==> src/rtl/fetch_pc_unit_pkg.sv <==
// Shared constants for the fetch/PC front end: state encoding, reset PC and
// instruction field positions used by the next-PC logic.
package fetch_pc_unit_pkg;

    localparam logic [1:0] ST_BOOT  = 2'd0;
    localparam logic [1:0] ST_FETCH = 2'd1;
    localparam logic [1:0] ST_EXEC  = 2'd2;

    localparam logic [31:0] RESET_PC_DEFAULT = 32'h0000_0000;

    localparam int TARGET_MSB = 25;
    localparam int TARGET_LSB = 0;
    localparam int IMM_MSB    = 15;
    localparam int IMM_LSB    = 0;

    // Branch displacement: sign-extended word offset converted to bytes.
    function automatic logic [31:0] branch_offset(input logic [15:0] imm);
        return {{14{imm[15]}}, imm, 2'b00};
    endfunction

endpackage

==> src/rtl/fetch_pc_unit_next_pc_logic.sv <==
// Combinational next-PC selection: jr > j/jal > taken branch > sequential.
// Also flags a jr target that is not word aligned.
module next_pc_logic
    import fetch_pc_unit_pkg::*;
#(
    parameter int ADDR_W = 32
) (
    input  logic [ADDR_W-1:0] pc_plus4_i,
    input  logic [25:0]       instr_field_i,
    input  logic              jr_i,
    input  logic              jump_i,
    input  logic              branch_i,
    input  logic              branch_taken_i,
    input  logic [31:0]       rs_data_i,
    output logic [ADDR_W-1:0] next_pc_o,
    output logic              misalign_o
);

    logic [ADDR_W-1:0] jr_target;
    logic [ADDR_W-1:0] jump_target;
    logic [ADDR_W-1:0] branch_target;

    assign jr_target     = ADDR_W'({rs_data_i[31:2], 2'b00});
    assign jump_target   = {pc_plus4_i[ADDR_W-1:28], instr_field_i[TARGET_MSB:TARGET_LSB], 2'b00};
    assign branch_target = pc_plus4_i + ADDR_W'(branch_offset(instr_field_i[IMM_MSB:IMM_LSB]));

    always_comb begin
        next_pc_o  = pc_plus4_i;
        misalign_o = 1'b0;
        if (jr_i) begin
            next_pc_o  = jr_target;
            misalign_o = (rs_data_i[1:0] != 2'b00);
        end else if (jump_i) begin
            next_pc_o = jump_target;
        end else if (branch_i && branch_taken_i) begin
            next_pc_o = branch_target;
        end
    end

endmodule

==> src/rtl/fetch_pc_unit.sv <==
// MIPS fetch front end: BOOT -> FETCH (req/ack) -> EXEC (commit or stall),
// holding the PC and the captured instruction for the decoder.
module fetch_pc_unit
    import fetch_pc_unit_pkg::*;
#(
    parameter int                ADDR_W   = 32,
    parameter logic [ADDR_W-1:0] RESET_PC = ADDR_W'(RESET_PC_DEFAULT)
) (
    input  logic              clk,
    input  logic              rst_n,
    output logic              im_req,
    output logic [ADDR_W-1:0] im_addr,
    input  logic              im_ack,
    input  logic [31:0]       im_rdata,
    output logic [31:0]       instr,
    output logic              instr_valid,
    output logic              commit,
    input  logic              stall,
    input  logic              Jump,
    input  logic              Branch,
    input  logic              Jr,
    input  logic              branch_taken,
    input  logic [31:0]       rs_data,
    output logic [ADDR_W-1:0] pc,
    output logic [ADDR_W-1:0] pc_plus4,
    output logic              addr_err
);

    logic [1:0]        state_q, state_d;
    logic [ADDR_W-1:0] pc_q, pc_d;
    logic [31:0]       instr_q, instr_d;
    logic              addr_err_q, addr_err_d;
    logic [ADDR_W-1:0] next_pc;
    logic              misalign;

    next_pc_logic #(.ADDR_W(ADDR_W)) u_next_pc (
        .pc_plus4_i     (pc_plus4),
        .instr_field_i  (instr_q[TARGET_MSB:TARGET_LSB]),
        .jr_i           (Jr),
        .jump_i         (Jump),
        .branch_i       (Branch),
        .branch_taken_i (branch_taken),
        .rs_data_i      (rs_data),
        .next_pc_o      (next_pc),
        .misalign_o     (misalign)
    );

    always_comb begin
        state_d    = state_q;
        pc_d       = pc_q;
        instr_d    = instr_q;
        addr_err_d = addr_err_q;
        case (state_q)
            ST_BOOT: state_d = ST_FETCH;
            ST_FETCH: begin
                if (im_ack) begin
                    instr_d = im_rdata;
                    state_d = ST_EXEC;
                end
            end
            ST_EXEC: begin
                // The misalign flag latches only when the jr actually retires.
                if (!stall) begin
                    pc_d    = next_pc;
                    state_d = ST_FETCH;
                    if (misalign) begin
                        addr_err_d = 1'b1;
                    end
                end
            end
            default: state_d = ST_BOOT;
        endcase
    end

    always_ff @(posedge clk or negedge rst_n) begin
        if (!rst_n) begin
            state_q    <= ST_BOOT;
            pc_q       <= RESET_PC;
            instr_q    <= 32'h0;
            addr_err_q <= 1'b0;
        end else begin
            state_q    <= state_d;
            pc_q       <= pc_d;
            instr_q    <= instr_d;
            addr_err_q <= addr_err_d;
        end
    end

    assign im_req      = (state_q == ST_FETCH);
    assign instr_valid = (state_q == ST_EXEC);
    assign commit      = instr_valid && !stall;
    assign im_addr     = pc_q;
    assign pc          = pc_q;
    assign pc_plus4    = pc_q + ADDR_W'(4);
    assign instr       = instr_q;
    assign addr_err    = addr_err_q;

endmodule
==> config.mk <==
export PLATFORM = sky130hd
export DESIGN_NAME = fetch_pc_unit
export DESIGN_NICKNAME = d
export VERILOG_FILES = /design/src/rtl/fetch_pc_unit_pkg.sv /design/src/rtl/fetch_pc_unit_next_pc_logic.sv /design/src/rtl/fetch_pc_unit.sv
export SDC_FILE = /design/constraint.sdc
export NUM_CORES = 1
export LEC_CHECK = 0
export ABC_AREA = 0
export ABC_CLOCK_PERIOD_IN_PS = 5950
export BUFFER_PORTS_ARGS = -buffer_cell sky130_fd_sc_hd__buf_2
export CORE_ASPECT_RATIO = 2
export CORE_MARGIN = 4
export CORE_UTILIZATION = 35
export DETAILED_ROUTE_END_ITERATION = 10
export PLACE_DENSITY = 0.65
export SLEW_MARGIN = 10
export SYNTH_ARGS = -nofsm -noshare
export SYNTH_HDL_FRONTEND = slang
export SYNTH_SLANG_ARGS = --single-unit
==> constraint.sdc <==
create_clock -name clk -period 5.95 [get_ports clk]
set_input_delay 0.2975 -clock clk [delete_from_list [all_inputs] [get_ports clk]]
set_output_delay 0.2975 -clock clk [all_outputs]
set_load 0.01 [all_outputs]
=== After elaboration in Yosys (flattened, before gate mapping) ===
Cells that the tools add are included.

* Register bits after elaboration: 67
* Output and inout bits: 132
* Logic and storage cells: 27

* Add/subtract/negate cells: 2
* Eq/ne operators: 4
* Mux-type cells: 7
* Bitwise logic cells: 1
* Reductions and logical operators: 9

{| class="wikitable"
|+ Operators with widths
! cell !! count
|-
| $mux W32 || 3
|-
| $add A32 B3 Y32 const B || 1
|-
| $add A32 B32 Y32 || 1
|-
| $pmux W2 S3 || 1
|-
| $reduce_and A2 Y1 || 3
|-
| $mux W2 || 2
|-
| $reduce_and A3 Y1 || 1
|-
| $eq A2 B1 Y1 const B || 1
|-
| $eq A2 B2 Y1 const B || 1
|-
| $logic_and A1 B1 Y1 || 2
|-
| $logic_not A2 Y1 || 1
|-
| $ne A2 B1 Y1 const B || 1
|-
| $ne A2 B2 Y1 const B || 1
|-
| $reduce_bool A2 Y1 || 1
|-
| $logic_not A1 Y1 || 1
|-
| $mux W1 || 1
|-
| $not A1 Y1 || 1
|}

=== Depth between registers and ports, before layout ===
* Depth after elaboration: 5
* Gate-level depth with buffers: 17
* Depth with buffers taken out: 17

=== Modules after synthesis ===
From an unflattened synthesis, not the netlist that was laid out.

* Cell total of the unflattened synthesis: 642
* Area total of the unflattened synthesis: 5654.2 µm²

{| class="wikitable"
|+ By module, submodules not included
! module !! times used !! cells each !! area an instance (µm²) !! sequential area each (µm²)
|-
| fetch_pc_unit || 1 || 268 || 3318.2 || 1676.6
|-
| next_pc_logic || 1 || 374 || 2336.0 || 0.0
|}

=== Least setup slack after synthesis ===
Ideal clock, no wire load.

* Path type: register to register
* From: register pc_q[5] (netlist: im_addr[5])
* To: register pc_q[29] (netlist: im_addr[29])
* Setup time: 0.131 ns
* Arrival time: 3.752 ns
* Path slack: 2.067 ns
* Cell stages (with the launch flop): 16
* Path buffers: 0
* Clock period less this slack: 3.883 ns
* Cell sequence: dfrtp_1 -> nand4_1 -> or2_1 -> nor2_1 -> and3_1 -> xor2_1 -> ha_1 -> nand4_1 -> inv_1 -> a221o_1 -> a211o_2 -> a311o_1 -> a21o_1 -> a21oi_1 -> mux2i_1 -> nand2_1

* Cells in the longest elaborated chain, start to end: 5

{| class="wikitable"
|+ RTL lines
! item !! RTL line !! text
|-
| start, declared || fetch_pc_unit.sv:30 || <nowiki>logic [ADDR_W-1:0] pc_q, pc_d;</nowiki>
|-
| start signal, assigned || fetch_pc_unit.sv:83 || <nowiki>pc_q <= pc_d;</nowiki>
|-
| $add A32 B3 Y32 || fetch_pc_unit.sv:94 || <nowiki>assign pc_plus4 = pc_q + ADDR_W'(4);</nowiki>
|-
| named net pc_plus4[19] || fetch_pc_unit.sv:25 || <nowiki>output logic [ADDR_W-1:0] pc_plus4,</nowiki>
|-
| $add A32 B32 Y32 || fetch_pc_unit_next_pc_logic.sv:25 || <nowiki>assign branch_target = pc_plus4_i + ADDR_W'(branch_offset(instr_field_i[IMM_MSB:IMM_LSB]));</nowiki>
|-
| $mux W32 || fetch_pc_unit_next_pc_logic.sv:35 || <nowiki>end else if (branch_i && branch_taken_i) begin</nowiki>
|-
| $mux W32 || fetch_pc_unit_next_pc_logic.sv:33 || <nowiki>end else if (jump_i) begin</nowiki>
|-
| $mux W32 || fetch_pc_unit_next_pc_logic.sv:30 || <nowiki>if (jr_i) begin</nowiki>
|}

The timed path passes the listed nets, and every way through them passes these cells.
A chain may end at the register's enable or synchronous reset.

=== Final worst setup path ===
* From: register pc_q[2] (netlist: im_addr[2])
* To: register pc_q[27] (netlist: im_addr[27])

* Cells in the longest elaborated chain, start to end: 5

{| class="wikitable"
|+ RTL lines
! item !! RTL line
|-
| $add A32 B3 Y32 * || fetch_pc_unit.sv:94
|-
| $add A32 B32 Y32 || fetch_pc_unit_next_pc_logic.sv:25
|-
| $mux W32 * || fetch_pc_unit_next_pc_logic.sv:35
|-
| $mux W32 * || fetch_pc_unit_next_pc_logic.sv:33
|-
| $mux W32 * || fetch_pc_unit_next_pc_logic.sv:30
|}

Mark *: on every way between the ends. The rest lies on a longest branch, timed or not.

==> impl.org <==
** Clocking
- Count of hold buffers inserted by post-cts repair :: 0
- Clock transition at the registers of the reported paths :: about 0.050 ns
- TritonCTS Sinks :: 65
- Number of buffers inserted by post-CTS setup repair :: 0
- Clock buffer count from CTS :: 9
- No sink is reached through more buffers than the 2 on the longest clock path.
- CTS resizes :: 0
- Clock latency on the worst-skew pair :: between 0.3 and 0.4 ns
- The H-tree generated during clock tree synthesis spans 3 levels.
- Cell chosen for the clock root :: clkbuf_16
- TritonCTS clock tree :: yes

** Timing
- The count of pins over their slew limit was 0.
- Between clock sinks in the finished design, the worst skew comes to about 0.0051 ns.
- The hold violation total from the final report came to 0.
- Minimum period implied by the final worst setup slack :: between 4 and 5 ns
- Fin worst setup slack :: around 1.6 ns
- Peak clock frequency supported by timing :: roughly 230 MHz
- At the pin with the least slew margin, the transition time is 0.913 ns.
- Setup repair after global routing left no endpoint under its margin.
- Setup TNS :: 0 ns
- Rel. slew slack :: 0.391
- Worst hold slack :: about 0.07 ns
- Final worst-path cycle share :: 0.729
- Setup violations remaining at the end of the flow were counted as 0.

** Power and ir drop
- Dividing total power by cell area gives a power density of roughly 650 nW/um^2.
- Leakage component of the power :: 3.31 nW
- Max VDD drop :: 274 uV

** Floorplanning
- The floorplan step set the die width to between 90 and 100 um.
- Standard-cell rows :: 64
- Measured along the y axis, the die boundary spans approximately 190 um.
- Core area :: roughly 15000 um^2
- The die covers 18000 um^2.
- For this design the top-level I/O count stands at around 200.
- The initial utilization of the core area, before any placement, comes to 0.360.

** Placement
- At the end of routability-driven placement, the weighted congestion stood at about 0.99.
- Worst setup slack before clock tree synthesis :: 1.63 ns
- # port buffers :: ~200
- HPWL after DPL :: ~17 mm

** Drt
- Post-route DRC violation count :: 0
- Wire length per cell :: ~21 um
- WL met1 :: between 6 and 7 mm
- Count of antenna-violating nets left after detailed routing :: 0
- Vias per std cell :: around 5.6
- DRC marker count from the first detailed-route iteration :: 221
- Detailed-routed wire length on met3 :: 922 um
- The highest metal layer carrying signal wires in the routed design is met4.
- The routed layout has 5675 vias.
- The first detailed-routing pass ran for 5 iterations.
- Wire segments on met2 add up to ~11 mm in the final route.
- Summed over all layers, the routed wires come to between 20 and 25 mm.

** Setup path
- Worst reg2reg startpoint :: im_addr[2]$_DFFE_PN0P_
- Among the stages of the critical path, the cell type that occurs most often is a21o_1.
- Required time of the critical path :: around 6.2 ns
- Crit path kind :: flop to flop
- Together, buffers and inverters on the worst path number 0.
- The number of cells on the worst reg-to-reg path is 17.
- In this run the worst path has a maximum fanout of 7.
- Flop2flop setup slack :: about 1.6 ns
- Cell family with the largest share of critical-path delay :: compound AO/OA/AOI/OAI gates
- Endpoint arrival time on the critical path :: 4.57 ns
- The worst setup path is launched from a flop.
- STA classifies the critical path endpoint as a flop.
- Delay contributed by the slowest stage of the critical path :: 0.44 ns
- Worst path cell trace :: ha_1, nand2_1, nor2_1, and3_1, and2_1, nand3_1, xnor2_1, ha_1, a21o_1, a21o_1, a21o_1, and2_1, a311o_1, a21o_1, xor2_1, a21oi_1, o311ai_1
- Among all stages on the critical path, the largest delay is contributed by dfrtp_1.
- Reg-to-Reg End :: im_addr[27]$_DFFE_PN0P_

** Yosys
- Sequential cell area fraction in the yosys report :: 0.294
- The cell count after synthesis came out at approximately 650.
- In this run, synthesis inferred 0 flip-flops with an integrated enable.
- The synthesized design contains 65 register bits.
- Mapped cell area :: about 5500 um^2
- The number of different library cells used by synthesis comes to 62.
- Asr flop ratio synth :: 1.00
- For this run, the leading register cell type out of synthesis is dfrtp_1.
- Syn_area_per_cell :: 8.50 um^2
- Warning count from the yosys run :: 0

** Layout
- Area growth, synth to finish :: 21.9%
- Count of filler cells inserted in the layout :: 1632
- The top cell types in the final layout, fill and taps aside, are 196 x buf_2, 67 x nand2_1, 65 x dfrtp_1.
- Final Net Count :: between 900 and 1000
- The library cell used most frequently in the layout, excluding fill and tap cells, is buf_2.
- In the final layout, the share of cells above drive strength 1 is 0.315.

** Global route
- Initial antenna violation count :: 2
- Entering global routing, the biggest net connects 66 pins.
- Via count of the first global-routing pass :: between 5000 and 6000
- For this run, the total global-route usage over all layers was measured as 0.227.
- Global-route wire length before repair :: approximately 32 mm
- For this run the aggregate overflow at the end of global routing stands at 0.

** Run
- Number of max-cap violations :: 0

** Worst hold path
- Type of the tightest min-delay check :: primary input to asynchronous set/reset pin

** Status
- The flow ran to the end, and the final reports show no timing, DRC or antenna violations.
[kinds of logic (layout without fill, tap and decap cells)]
group           Yosys count  count (layout)  synth area share
mux                      36              36            0.0724
buf+inv                  72             228            0.0749
flops                    65              65             0.294
compound gates          179             179             0.208
simple gates            213             213             0.189
xor+xnor                 48              48            0.0760
other cells               1               8          0.000678
fa+ha+maj                37              37            0.0851
[cell type report]
| type | instances | area [um^2] | area share |
|---|---|---|---|
| Multi-Input combinational cell | 519 | 3510 | 0.521 |
| Sequential cell | 65 | 1630 | 0.241 |
| Timing Repair Buffer | 204 | 1040 | 0.154 |
| Clock buffer | 13 | 270 | 0.0401 |
| Tap cell | 198 | 248 | 0.0368 |
| Inverter | 11 | 41.3 | 0.00613 |
| Antenna cell | 2 | 5.00 | 0.000743 |
[cell usage after synthesis, drive strengths merged (9+ instances only)]
library cell | n | area [um^2]
ha | 36 | 450
inv | 9 | 33.8
o21ai | 36 | 180
nand2 | 67 | 251
nand3 | 21 | 105
a21o | 17 | 129
xor2 | 23 | 201
xnor2 | 25 | 219
mux2 | 32 | 360
o211ai | 9 | 67.6
clkbuf | 19 | 71.3
nor2 | 53 | 199
nand4 | 11 | 68.8
buf | 42 | 302
dfrtp | 65 | 1630
and3 | 17 | 106
a21oi | 58 | 294
[state kept, by name (all words and copies together), names as in the netlist]
signal / flops
instr: 32
addr_err: 1
im_addr: 30
state_q: 2
[worst max-delay path by stage]
stage,start,endpoint,slack [ns],depth (start not counted)
after floorplan,im_addr[5]$_DFFE_PN0P_,im_addr[29]$_DFFE_PN0P_,2.07,15
after global placement,im_addr[2]$_DFFE_PN0P_,im_addr[29]$_DFFE_PN0P_,1.64,17
after detailed placement,im_addr[2]$_DFFE_PN0P_,im_addr[29]$_DFFE_PN0P_,1.63,17
after CTS,im_addr[2]$_DFFE_PN0P_,im_addr[27]$_DFFE_PN0P_,1.62,17
after global routing,im_addr[2]$_DFFE_PN0P_,im_addr[31]$_DFFE_PN0P_,1.31,17
final,im_addr[2]$_DFFE_PN0P_,im_addr[27]$_DFFE_PN0P_,1.61,17
[per-stage QoR]
stage | utilization | area [um^2] | power (mW) | cells
after floorplan | - | 5550 | 3.01 | 656
final | 0.438 | 6740 | 4.41 | 1012
after global routing | 0.438 | 6740 | 4.77 | 1012
after detailed placement | 0.420 | 6460 | 3.91 | 997
after global placement | 0.420 | 6460 | 3.90 | 997
after CTS | 0.438 | 6740 | 4.44 | 1010
[layer usage]
| layer | vias to the layer above | GRT usage |
|---|---|---|
| met1 | 2723 | 0.218 |
| met5 | - | 0 |
| met4 | 0 | 0.186 |
| met3 | 76 | 0.0300 |
| li1 | 2656 | - |
| met2 | 220 | 0.426 |
[report_power, final]
group | internal, mW | total, mW | switching (mW)
Sequential | 0.660 | 1.01 | 0.349
Clock | 0.309 | 0.499 | 0.190
Combinational | 1.25 | 2.90 | 1.65
Total | 2.22 | 4.41 | 2.19
(Power assumes the default switching activity.)
